<file path="src/rtl/pwr_event_decoder_pkg.sv">
// pwr_event_decoder_pkg: shared classifier states, event indices (priority order) and ms defaults
package pwr_event_decoder_pkg;
    typedef enum logic [1:0] {IDLE, PRESSED, LONG_HELD} press_state_e;
    localparam int CNT_W = 13;
    typedef logic [CNT_W-1:0] ms_cnt_t;
    // Lower index wins arbitration
    localparam int EV_FORCE_OFF      = 0;
    localparam int EV_PWR_ON_OFF     = 1;
    localparam int EV_NORMAL_REBOOT  = 2;
    localparam int EV_HOST_POWER_OFF = 3;
    localparam int EV_HOST_REBOOT    = 4;
    localparam int NUM_EV            = 5;
    typedef logic [NUM_EV-1:0] ev_vec_t;
    localparam int DEBOUNCE_MS_DEF  = 20;
    localparam int SHORT_MIN_MS_DEF = 50;
    localparam int LONG_MS_DEF      = 4000;
    localparam int HOST_MIN_MS_DEF  = 100;
    localparam int HOLDOFF_MS_DEF   = 200;
    function automatic ev_vec_t pick_first(ev_vec_t req);
        return req & (~req + ev_vec_t'(1));
    endfunction
endpackage

</file>
<file path="src/rtl/pwr_event_decoder_if.sv">
// pwr_event_decoder_if: tick, raw event inputs and active-low event strobes
interface pwr_event_decoder_if;
    logic int_1ms_en;
    logic pwr_btn;
    logic rst_btn;
    logic bmc_power_out;
    logic bmc_reset_out;
    logic host_reboot;
    logic post_complete;
    logic host_pwr_off;
    logic is_pwr_on_off;
    logic is_pwr_force_off;
    logic is_normal_reboot;
    logic is_host_reboot;
    logic is_host_power_off;
    modport master (
        output int_1ms_en, pwr_btn, rst_btn, bmc_power_out, bmc_reset_out,
               host_reboot, post_complete, host_pwr_off,
        input  is_pwr_on_off, is_pwr_force_off, is_normal_reboot, is_host_reboot, is_host_power_off
    );
    modport slave (
        input  int_1ms_en, pwr_btn, rst_btn, bmc_power_out, bmc_reset_out,
               host_reboot, post_complete, host_pwr_off,
        output is_pwr_on_off, is_pwr_force_off, is_normal_reboot, is_host_reboot, is_host_power_off
    );
endinterface

</file>
<file path="src/rtl/pwr_event_decoder_press_classifier.sv">
// press_classifier: debounces one press source and classifies each press by its duration
module press_classifier
    import pwr_event_decoder_pkg::*;
#(
    parameter int DEBOUNCE_MS  = DEBOUNCE_MS_DEF,
    parameter int SHORT_MIN_MS = SHORT_MIN_MS_DEF,
    parameter int LONG_MS      = LONG_MS_DEF,
    parameter bit LONG_EN      = 1'b1
) (
    input  logic clock,
    input  logic reset,
    input  logic tick,
    input  logic raw,
    output logic short_req,
    output logic long_req
);
    localparam ms_cnt_t DEB_LAST  = ms_cnt_t'(DEBOUNCE_MS - 1);
    localparam ms_cnt_t SHORT_MIN = ms_cnt_t'(SHORT_MIN_MS);
    localparam ms_cnt_t LONG      = ms_cnt_t'(LONG_MS);

    press_state_e state_q, state_d;
    ms_cnt_t deb_cnt_q, deb_cnt_d, dur_q, dur_d;
    logic lvl_q, lvl_d, accept;

    always_comb begin
        accept = tick && (raw != lvl_q) && (deb_cnt_q == DEB_LAST);
        lvl_d = accept ? raw : lvl_q;
        deb_cnt_d = (raw == lvl_q || accept) ? '0 : tick ? deb_cnt_q + ms_cnt_t'(1) : deb_cnt_q;
        dur_d = (state_q == PRESSED && tick && dur_q != '1) ? dur_q + ms_cnt_t'(1) : dur_q;
        state_d = state_q;
        short_req = 1'b0;
        long_req = 1'b0;
        case (state_q)
            IDLE: if (accept && raw) begin
                state_d = PRESSED;
                dur_d = '0;
            end
            PRESSED: if (accept && !raw) begin
                state_d = IDLE;
                short_req = dur_q >= SHORT_MIN && (!LONG_EN || dur_q < LONG);
            end else if (LONG_EN && tick && dur_d == LONG) begin
                state_d = LONG_HELD;
                long_req = 1'b1;
            end
            LONG_HELD: if (accept && !raw) state_d = IDLE;
            default: state_d = IDLE;
        endcase
    end

    // The level starts as pressed so a button held through reset needs a release before it counts
    always_ff @(posedge clock or posedge reset) begin
        if (reset) begin
            state_q <= IDLE;
            deb_cnt_q <= '0;
            dur_q <= '0;
            lvl_q <= 1'b1;
        end else begin
            state_q <= state_d;
            deb_cnt_q <= deb_cnt_d;
            dur_q <= dur_d;
            lvl_q <= lvl_d;
        end
    end
endmodule

</file>
<file path="src/rtl/pwr_event_decoder.sv">
// pwr_event_decoder: synchronizes power/reset/host inputs and emits arbitrated one-clock active-low event strobes
module pwr_event_decoder
    import pwr_event_decoder_pkg::*;
#(
    parameter int DEBOUNCE_MS  = DEBOUNCE_MS_DEF,
    parameter int SHORT_MIN_MS = SHORT_MIN_MS_DEF,
    parameter int LONG_MS      = LONG_MS_DEF,
    parameter int HOST_MIN_MS  = HOST_MIN_MS_DEF,
    parameter int HOLDOFF_MS   = HOLDOFF_MS_DEF
) (
    input  logic clock,
    input  logic reset,
    pwr_event_decoder_if.slave bus
);
    // Order: pwr_btn, bmc_power_out, rst_btn, bmc_reset_out, host_reboot, post_complete
    localparam logic [5:0] SYNC_INIT = 6'b111100;
    localparam ms_cnt_t HOST_LAST = ms_cnt_t'(HOST_MIN_MS - 1);
    localparam ms_cnt_t HOLDOFF   = ms_cnt_t'(HOLDOFF_MS);

    logic [5:0] meta_q, meta_d, sync_q, sync_d;
    logic hr_prev_q, hr_prev_d, host_armed_q, host_armed_d;
    ms_cnt_t host_cnt_q, host_cnt_d, holdoff_q, holdoff_d;
    ev_vec_t strobe_q, strobe_d, req;
    logic pwr_src, rst_src, pc, host_fire, hold;
    logic pwr_short, pwr_long, rst_short, rst_long;

    press_classifier #(
        .DEBOUNCE_MS(DEBOUNCE_MS), .SHORT_MIN_MS(SHORT_MIN_MS), .LONG_MS(LONG_MS), .LONG_EN(1'b1)
    ) u_pwr (
        .clock(clock), .reset(reset), .tick(bus.int_1ms_en), .raw(pwr_src),
        .short_req(pwr_short), .long_req(pwr_long)
    );

    press_classifier #(
        .DEBOUNCE_MS(DEBOUNCE_MS), .SHORT_MIN_MS(SHORT_MIN_MS), .LONG_MS(LONG_MS), .LONG_EN(1'b0)
    ) u_rst (
        .clock(clock), .reset(reset), .tick(bus.int_1ms_en), .raw(rst_src),
        .short_req(rst_short), .long_req(rst_long)
    );

    always_comb begin
        meta_d = {bus.pwr_btn, bus.bmc_power_out, bus.rst_btn, bus.bmc_reset_out, bus.host_reboot, bus.post_complete};
        sync_d = meta_q;
        pwr_src = !(sync_q[5] && sync_q[4]);
        rst_src = !(sync_q[3] && sync_q[2]);
        pc = sync_q[0];
        hr_prev_d = sync_q[1];
        host_fire = host_armed_q && pc && !bus.host_pwr_off && bus.int_1ms_en && host_cnt_q == HOST_LAST;
        host_cnt_d = (!pc || bus.host_pwr_off || !host_armed_q) ? '0 :
                     bus.int_1ms_en ? host_cnt_q + ms_cnt_t'(1) : host_cnt_q;
        host_armed_d = !pc ? 1'b1 : host_fire ? 1'b0 : host_armed_q;
        req = '0;
        req[EV_FORCE_OFF] = pwr_long;
        req[EV_PWR_ON_OFF] = pwr_short;
        req[EV_NORMAL_REBOOT] = rst_short || rst_long;
        req[EV_HOST_POWER_OFF] = host_fire;
        req[EV_HOST_REBOOT] = sync_q[1] && !hr_prev_q;
        hold = holdoff_q != '0;
        strobe_d = hold ? '0 : pick_first(req);
        holdoff_d = (|strobe_d) ? HOLDOFF : (hold && bus.int_1ms_en) ? holdoff_q - ms_cnt_t'(1) : holdoff_q;
    end

    always_ff @(posedge clock or posedge reset) begin
        if (reset) begin
            meta_q <= SYNC_INIT;
            sync_q <= SYNC_INIT;
            hr_prev_q <= 1'b0;
            host_cnt_q <= '0;
            host_armed_q <= 1'b1;
            holdoff_q <= '0;
            strobe_q <= '0;
        end else begin
            meta_q <= meta_d;
            sync_q <= sync_d;
            hr_prev_q <= hr_prev_d;
            host_cnt_q <= host_cnt_d;
            host_armed_q <= host_armed_d;
            holdoff_q <= holdoff_d;
            strobe_q <= strobe_d;
        end
    end

    assign bus.is_pwr_force_off  = !strobe_q[EV_FORCE_OFF];
    assign bus.is_pwr_on_off     = !strobe_q[EV_PWR_ON_OFF];
    assign bus.is_normal_reboot  = !strobe_q[EV_NORMAL_REBOOT];
    assign bus.is_host_power_off = !strobe_q[EV_HOST_POWER_OFF];
    assign bus.is_host_reboot    = !strobe_q[EV_HOST_REBOOT];
endmodule

</file>
<file path="src/flat_wrapper.sv">
// flat-port wrapper written by rule: the top's interface ports become plain ports
module pwr_event_decoder_flat import pwr_event_decoder_pkg::*;
#(
    parameter int DEBOUNCE_MS  = DEBOUNCE_MS_DEF,
    parameter int SHORT_MIN_MS = SHORT_MIN_MS_DEF,
    parameter int LONG_MS      = LONG_MS_DEF,
    parameter int HOST_MIN_MS  = HOST_MIN_MS_DEF,
    parameter int HOLDOFF_MS   = HOLDOFF_MS_DEF
)
  (clock, reset, bus_int_1ms_en, bus_pwr_btn, bus_rst_btn, bus_bmc_power_out, bus_bmc_reset_out, bus_host_reboot, bus_post_complete, bus_host_pwr_off, bus_is_pwr_on_off, bus_is_pwr_force_off, bus_is_normal_reboot, bus_is_host_reboot, bus_is_host_power_off);
  pwr_event_decoder_if bus_i ();
  input  logic clock;
  input  logic reset;
  input wire logic [$bits(bus_i.int_1ms_en)-1:0] bus_int_1ms_en;
  input wire logic [$bits(bus_i.pwr_btn)-1:0] bus_pwr_btn;
  input wire logic [$bits(bus_i.rst_btn)-1:0] bus_rst_btn;
  input wire logic [$bits(bus_i.bmc_power_out)-1:0] bus_bmc_power_out;
  input wire logic [$bits(bus_i.bmc_reset_out)-1:0] bus_bmc_reset_out;
  input wire logic [$bits(bus_i.host_reboot)-1:0] bus_host_reboot;
  input wire logic [$bits(bus_i.post_complete)-1:0] bus_post_complete;
  input wire logic [$bits(bus_i.host_pwr_off)-1:0] bus_host_pwr_off;
  output wire logic [$bits(bus_i.is_pwr_on_off)-1:0] bus_is_pwr_on_off;
  output wire logic [$bits(bus_i.is_pwr_force_off)-1:0] bus_is_pwr_force_off;
  output wire logic [$bits(bus_i.is_normal_reboot)-1:0] bus_is_normal_reboot;
  output wire logic [$bits(bus_i.is_host_reboot)-1:0] bus_is_host_reboot;
  output wire logic [$bits(bus_i.is_host_power_off)-1:0] bus_is_host_power_off;
  assign bus_i.int_1ms_en = bus_int_1ms_en;
  assign bus_i.pwr_btn = bus_pwr_btn;
  assign bus_i.rst_btn = bus_rst_btn;
  assign bus_i.bmc_power_out = bus_bmc_power_out;
  assign bus_i.bmc_reset_out = bus_bmc_reset_out;
  assign bus_i.host_reboot = bus_host_reboot;
  assign bus_i.post_complete = bus_post_complete;
  assign bus_i.host_pwr_off = bus_host_pwr_off;
  assign bus_is_pwr_on_off = bus_i.is_pwr_on_off;
  assign bus_is_pwr_force_off = bus_i.is_pwr_force_off;
  assign bus_is_normal_reboot = bus_i.is_normal_reboot;
  assign bus_is_host_reboot = bus_i.is_host_reboot;
  assign bus_is_host_power_off = bus_i.is_host_power_off;
  pwr_event_decoder #(.DEBOUNCE_MS(DEBOUNCE_MS), .SHORT_MIN_MS(SHORT_MIN_MS), .LONG_MS(LONG_MS), .HOST_MIN_MS(HOST_MIN_MS), .HOLDOFF_MS(HOLDOFF_MS)) u_core (.clock(clock), .reset(reset), .bus(bus_i));
endmodule
</file>
<file path="config.mk">
export PLATFORM = sky130hd
export DESIGN_NAME = pwr_event_decoder_flat
export DESIGN_NICKNAME = d
export VERILOG_FILES = /design/src/rtl/pwr_event_decoder_pkg.sv /design/src/rtl/pwr_event_decoder_if.sv /design/src/rtl/pwr_event_decoder_press_classifier.sv /design/src/rtl/pwr_event_decoder.sv /design/src/flat_wrapper.sv
export SDC_FILE = /design/constraint.sdc
export NUM_CORES = 1
export LEC_CHECK = 0
export CORE_MARGIN = 1.5
export CORE_UTILIZATION = 55
export CTS_BUF_LIST = sky130_fd_sc_hd__clkbuf_4 sky130_fd_sc_hd__clkbuf_8 sky130_fd_sc_hd__clkbuf_16
export CTS_CLUSTER_SIZE = 10
export DETAILED_ROUTE_END_ITERATION = 6
export PLACE_DENSITY = 0.73
export SYNTH_ARGS = -nofsm -noshare
export SYNTH_HDL_FRONTEND = slang
export SYNTH_SLANG_ARGS = --single-unit
</file>
<file path="constraint.sdc">
create_clock -name clock -period 3.05 [get_ports clock]
set_input_delay 0.305 -clock clock [delete_from_list [all_inputs] [get_ports clock]]
set_output_delay 0.305 -clock clock [all_outputs]
set_load 0.1 [all_outputs]
</file>
==> impl_results.md, run 1 <==
* Outcome: finished, final reports clean
* Syn. warnings at 0
* Max Root-Sink Buffers at 2
* Slowest CP cell: or4b_4
* Share of cells above drive strength 1 at between 10% and 20%
* Max Fclk at 389.2 MHz
* Mapped Cells at between 400 and 500
* TritonRoute pass-1 iters at 4
* Flop and latch count out of synthesis at between 100 and 150
* Final number of max-transition violations at 0
* Tcrit/Tclk final at roughly 84%
* # H-tree levels at 3
* Final Routed Wirelength at 9501 um
* Setup TNS at 0 ps
* Critical-path cell list: ha_1 -> nand4_1 -> buf_4 -> nor3_1 -> o41ai_1 -> o2111ai_2 -> or4b_4 -> nand2_2 -> nor4_1
* Die area at 9650 um^2
* Die H at about 100 um
* Nets@finish at 540
* Most used DFF post-synth: dfrtp_1
* Setup-failing EPs final at 0
* Async SR Flop Fraction at 100.0%
* Post-synthesis net count at 514
* CP Launch Type: flip-flop
* Ranking of synthesized cells by area: dfrtp_1, xor2_1, dfstp_2
* Drt via density at 5.772
* Clock Sinks at 102
* Dpl hpwl at 6755 um
* CTS Buf Count at 9
* DR WL/cell at 14.96 um
* Area leader, netlist: dfrtp_1
* Clk_lat worst skew at 370 ps
* ANT nets after route at 0
* DR vias at 3,665
* Post-synth EDFFs at 0
* Row count at 34
* Max cap viols at 0
* Initial Utilization at 56.92%
* IO buf count at 14
* Sequential share of the synthesized area at approximately 51%
* Tmin final at 2569 ps
* Initial antenna violation count at 0
* Max Fanout on Critical Path at 5
* CP Class: flip-flop to flip-flop
* Hold/Removal Path Class: primary input to async pin
* Setup crit end kind: flip-flop
* Iter 0 DRT Violations at 175
* GR Overflow Total at 0
* First-pass GRT wire length at 17,040 um
* CTS clk-pin slew, worst paths at 110 ps
* IO Count at 15
* Total track usage at 21.75%
* Final Wtd Congestion at 0.8096
* P per Cell Area at 504.9 nW/um^2
* Area delta synth->final at 9.506%
* Post-CTS Hold Buffers at 0
* Synth cell types at 63
* Tightest Pin Transition at 551.8 ps
* CTS root buffer: clkbuf_8
* Vias in the first global route at 3,574
* Hold WS at ~310 ps
* Worst vdd ir at 0.0002770 V
* Critical path data arrival time at 2800 ps
* RSZ-0062 raised after global routing: no
* Fillers at 720
* DRC errors left at 0
* Clock Skew at 13.73 ps
* Slowest stage delay, CP at 570 ps
* CTS tree: built
* Final hold vios at 0
* N_diodes at 0
* Mapped Area at between 4000 and 5000 um^2
* DP Cell Count at 619
* Largest net degree at the start of global routing at 43
* Setup Buffers After CTS at 0
* Most frequent cells in the layout: dfrtp_1, nor2_1, nand2_1
* Leak Pwr at ~2.4 nW
* Post-cts resize count at 0
* FF-to-FF path depth at 9
* Slew headroom at a little over three fifths
* Die Width at roughly 98 um
* Req. time, crit path at roughly 3300 ps
* Share of the synthesized area in the top cell type at 45.65%
* CORE AREA at between 8000 and 9000 um^2
* Syn Area/Cell at 10.06 um^2
* Commonest non-fill, non-tap cell in the layout: dfrtp_1
* Non-Filler Instances at 635
## cells in the mapped netlist, types with 2 or more instances
master and n:
nand3_1 16, inv_1 21, nor4_1 15, nand4b_1 3, and3_1 10, dfrtp_1 91, clkbuf_1 6, nand4_1 23
nor2_1 72, nand2b_1 2, a31oi_1 2, o211ai_1 2, nand3b_1 3, or3_1 9, or4_1 2, ha_1 8
mux2_2 3, and2b_2 2, xnor2_1 14, o21ai_0 17, nor3b_1 2, xor2_1 38, a211oi_1 4, nor2b_1 4
o31ai_1 3, a21oi_1 10, nor3_1 19, nor4b_1 2, nand2_1 42, mux2i_1 6, and4_1 2, buf_6 2
dfstp_2 11
## flip-flops by register name (all words and copies together) (netlist names)
signal / flops
u_core.holdoff_q: 13
u_core.host_cnt_q: 13
u_core.u_pwr.deb_cnt_q: 13
u_core.u_pwr.dur_q: 13
u_core.u_rst.deb_cnt_q: 13
u_core.u_rst.dur_q: 13
u_core.meta_q: 6
u_core.sync_q: 6
u_core.strobe_q: 5
u_core.u_pwr.state_q: 2
u_core.host_armed_q: 1
u_core.hr_prev_q: 1
u_core.u_pwr.lvl_q: 1
u_core.u_rst.lvl_q: 1
u_core.u_rst.state_q: 1
## worst max-delay path, delay by kind of cell, from the launching register on
family / cells / cell delay [ps]
and+or+nand+nor: 5 / 910
AOI/OAI and AO/OA: 2 / 670
buffers and inverters: 1 / 150
adders and majority gates: 1 / 250
DFF: 1 / 440
## final timing paths
kind / slack [ps] / endpoint / startpoint
max in group asynchronous: 1970 / u_core.sync_q[4] / reset
hold / removal: 310 / u_core.meta_q[1] / reset
setup / recovery: 480 / u_core.strobe_q[4] / u_core.u_pwr.dur_q[1]
hold reg to reg: 370 / u_core.sync_q[3] / u_core.meta_q[3]
setup reg to reg: 480 / u_core.strobe_q[4] / u_core.u_pwr.dur_q[1]
min in group clock: 320 / u_core.meta_q[3] / bus_rst_btn
## power breakdown
part	leakage (nW)	switching (W)	total, W	internal [W]
Sequential	1.33	0.000123	0.00160	0.00147
Combinational	0.949	0.000171	0.000314	0.000144
Clock	0.103	0.000522	0.000847	0.000326
## kinds of logic (layout without fill, tap and decap cells)
kind of cell	Yosys count	in the layout	synth area share, %
adder cells (fa/ha/maj)	8	8	2.007
flip-flops	102	102	51.44
buffers and inverters	34	65	3.436
multiplexers	9	9	1.881
AO/OA/AOI/OAI	52	52	7.073
XOR/XNOR	52	52	9.130
AND/OR/NAND/NOR	239	239	25.03
## metal layers
layer	share of wire [%]	wire length (um)	GRT usage [%]
met1	49	4663	30.38
met2	47	4483	34.27
met3	2.1	196	4.223
met4	1.7	157	7.584
met5	0	0	0
## through the flow
step           utilization (%)  area, um^2  setup WS (ps)  power [W]
2_1_floorplan                -        4989          87.72   0.001839
3_3_place_gp             60.09        5266          272.9   0.001917
3_5_place_dp             60.09        5266          218.6   0.001932
4_1_cts                  62.34        5463          493.2   0.002788
5_1_grt                  62.34        5463          329.1   0.002904
6_report                 62.34        5463          480.7   0.002758
## final cells by class
class,instances,area (um^2),share of cell area [%]
clock inverters,7,72.57,1.328
repair buffers,28,232.7,4.260
clock buffers,9,123.9,2.268
multi-input cells,360,2251,41.20
well taps,108,135.1,2.474
flip-flops and latches,102,2566,46.98
inverters,21,81.33,1.489
Power figures use the tool's default switching activity.
==> inputs of run 2 (changes only) <==
Clock period 3.05 ns to 2.3 ns, I/O delays scaled along.
==> impl_results.md, run 2 (synthesis results as in run 1) <==
* Outcome: finished, final reports clean (unchanged)
* Max cap viols at 0 (unchanged)
* Area delta synth->final at 18.46% (was 9.506%)
* Sequential share of power at 57.7% (was 57.9%)
* Iter 0 DRT Violations at 183 (was 175)
* CTS root buffer: clkbuf_8 (unchanged)
* Final number of max-transition violations at 0 (unchanged)
* CTS tree: built (unchanged)
* Setup-failing EPs final at 0 (unchanged)
* Hold path depth at 1
* Slew headroom at 60.76% (was 63.08%)
* Combinational power share at 15.0% (was 11.4%)
* Tcrit/Tclk final at 99.39% (was 84.24%)
* Drt via density at 5.577 (was 5.772)
* CP Class: flip-flop to flip-flop (unchanged)
* Dpl cell area at 5608 um^2 (was 5266 um^2)
* Setup crit end kind: flip-flop (unchanged)
* N_diodes at 0 (unchanged)
* Tightest Pin Transition at 587.4 ps (was 551.8 ps)
* Vias in the first global route at 3,658 (was 3,574)
* Post-CTS Hold Buffers at 0 (unchanged)
* Dpl hpwl at 7059 um (was 6755 um)
* Fin worst setup slack at 13.98 ps (was 480.7 ps)
* # H-tree levels at 3 (unchanged)
* Setup TNS at 0 ps (unchanged)
* DRC errors left at 0 (unchanged)
* IO Count at 15 (unchanged)
* Hold/Removal Path Class: primary input to flip-flop (was primary input to async pin)
* Leak Pwr at 2.581 nW (was 2.378 nW)
* Share of cells above drive strength 1 at 21.13% (was 12.71%)
* RSZ-0062 raised after global routing: yes (was no)
* Initial Utilization at 56.92% (unchanged)
* Final Cell Area at 5909 um^2 (was 5463 um^2)
* Most frequent cells in the layout: dfrtp_1, nor2_1, buf_4 (was dfrtp_1, nor2_1, nand2_1)
* P_sw at 0.001023 W (was 0.0008154 W)
* Clock Sinks at 102 (unchanged)
* IO buf count at 14 (unchanged)
* R2r setup slk at 10 ps (was 480 ps)
* Total track usage at 21.28% (was 21.75%)
* Largest net degree at the start of global routing at 49 (was 43)
* ANT nets after route at 0 (unchanged)
* CP Launch Type: flip-flop (unchanged)
* Row count at 34 (unchanged)
* Final Routed Wirelength at 9819 um (was 9501 um)
* Critical path data arrival time at 2570 ps (was 2800 ps)
* Fillers at 678 (was 720)
* Final Wtd Congestion at 0.9053 (was 0.8096)
* CTS Buf Count at 9 (unchanged)
* Crit Reg-Reg Startpoint: u_core.holdoff_q[5] (was u_core.u_pwr.dur_q[1])
* TritonRoute pass-1 iters at 4 (unchanged)
* HP Start: bus_bmc_reset_out
* Dpl ws at -271.0 ps (was 218.6 ps)
* Req. time, crit path at 2590 ps (was 3280 ps)
* Hold endpoint: u_core.meta_q[2]
* Max Fclk at 437.4 MHz (was 389.2 MHz)
* Tmin final at 2286 ps (was 2569 ps)
* Commonest non-fill, non-tap cell in the layout: dfrtp_1 (unchanged)
* Initial antenna violation count at 0 (unchanged)
* CORE AREA at 8763 um^2 (unchanged)
* Die Width at 98.24 um (unchanged)
* Die H at 98.24 um (unchanged)
* Worst reg2reg path endpoint: u_core.holdoff_q[0] (was u_core.strobe_q[4])
* First-pass GRT wire length at 16,750 um (was 17,040 um)
* DR WL/cell at 14.53 um (was 14.96 um)
* Nets@finish at 581 (was 540)
* Clock Skew at 13.04 ps (was 13.73 ps)
* DR vias at 3,770 (was 3,665)
* CTS clk-pin slew, worst paths at 90 ps (was 110 ps)
* FF-to-FF path depth at 6 (was 9)
* Sw Share at 28.03% (was 29.56%)
* Clk_lat worst skew at 360 ps (was 370 ps)
* Non-Filler Instances at 676 (was 635)
* GR Overflow Total at 0 (unchanged)
* Clk network pwr share at 27.3% (was 30.7%)
* Max Fanout on Critical Path at 3 (was 5)
* Die area at 9650 um^2 (unchanged)
* Max Root-Sink Buffers at 2 (unchanged)
* DP Cell Count at 657 (was 619)
* P per Cell Area at 617.9 nW/um^2 (was 504.9 nW/um^2)
* Fin util at 67.43% (was 62.34%)
* Pint at 0.002628 W (was 0.001943 W)
* Final hold vios at 0 (unchanged)
* Worst vdd ir at 0.0004307 V (was 0.0002770 V)
run 2: changes by cell type in the layout (fill, tap and decap cells not counted), moves of 2 or more:
cell / change
nor2_1: -2
nor4_1: -2
nor2_2: +2
clkinvlp_4: +3
buf_4: +37
inv_8: -3
clkinv_2: +2
or4_4: +2
or4_1: -2
buf_12: +3
run 2: metrics by stage:
| stage | total power [W] | hold slack [ps] |
|---|---|---|
| after floorplan | 0.002440 | 234.5 |
| after CTS | 0.003627 | 250.1 |
| after detailed placement | 0.002633 | 338.6 |
| after global routing | 0.003843 | 243.1 |
| final | 0.003651 | 262.8 |
| after global placement | 0.002604 | 341.3 |
run 2: worst max path at each step:
| stage | startpoint | to | slack [ps] |
|---|---|---|---|
| 6_report | u_core.holdoff_q[5] | u_core.holdoff_q[0] | 10 |
| 5_1_grt | u_core.u_pwr.dur_q[1] | u_core.strobe_q[3] | -130 |
| 4_1_cts | u_core.holdoff_q[5] | u_core.holdoff_q[0] | 20 |
| 3_5_place_dp | bus_int_1ms_en | u_core.strobe_q[1] | -270 |
| 3_3_place_gp | bus_int_1ms_en | u_core.strobe_q[1] | -240 |
| 2_1_floorplan | u_core.u_pwr.dur_q[1] | u_core.strobe_q[1] | -4 |
run 2: timing repair:
item	CTS	global route
endpoints found under the setup margin	0	14
hold endpoints to repair	0	0
gates resized for setup	0	18
buffers inserted	0	3
run 2: area by class of cell:
class	count	area (um^2)	area share (%)
multi-input cells	360	2374	40.17
clock buffers	10	131.4	2.223
clock inverters	6	38.79	0.6564
repair buffers	69	581.8	9.845
inverters	21	82.58	1.397
well taps	108	135.1	2.287
flip-flops and latches	102	2566	43.43
run 2: critical path, cell delays in order (launching register included):
cell and delay, ps:
dfrtp_1 380, or4_4 560, nor4_4 160, nand4b_1 180
or4_4 580, o22a_1 210, mux2i_1 140
run 2: metal layers:
layer | track usage (%) | up-vias | routed length (um)
li1 | - | 1875 | -
met1 | 28.37 | 1847 | 4539
met2 | 35.81 | 40 | 4947
met3 | 4.152 | 8 | 246
met4 | 5.850 | 0 | 86
met5 | 0 | - | 0
run 2: power groups by stage:
stage	clock [W]	combinational (W)	sequential [W]
2_1_floorplan	0	0.000332	0.00211
3_3_place_gp	0	0.000484	0.00212
3_5_place_dp	0	0.000508	0.00213
4_1_cts	0.00103	0.000505	0.00210
5_1_grt	0.00109	0.000618	0.00213
6_report	0.000998	0.000547	0.00211
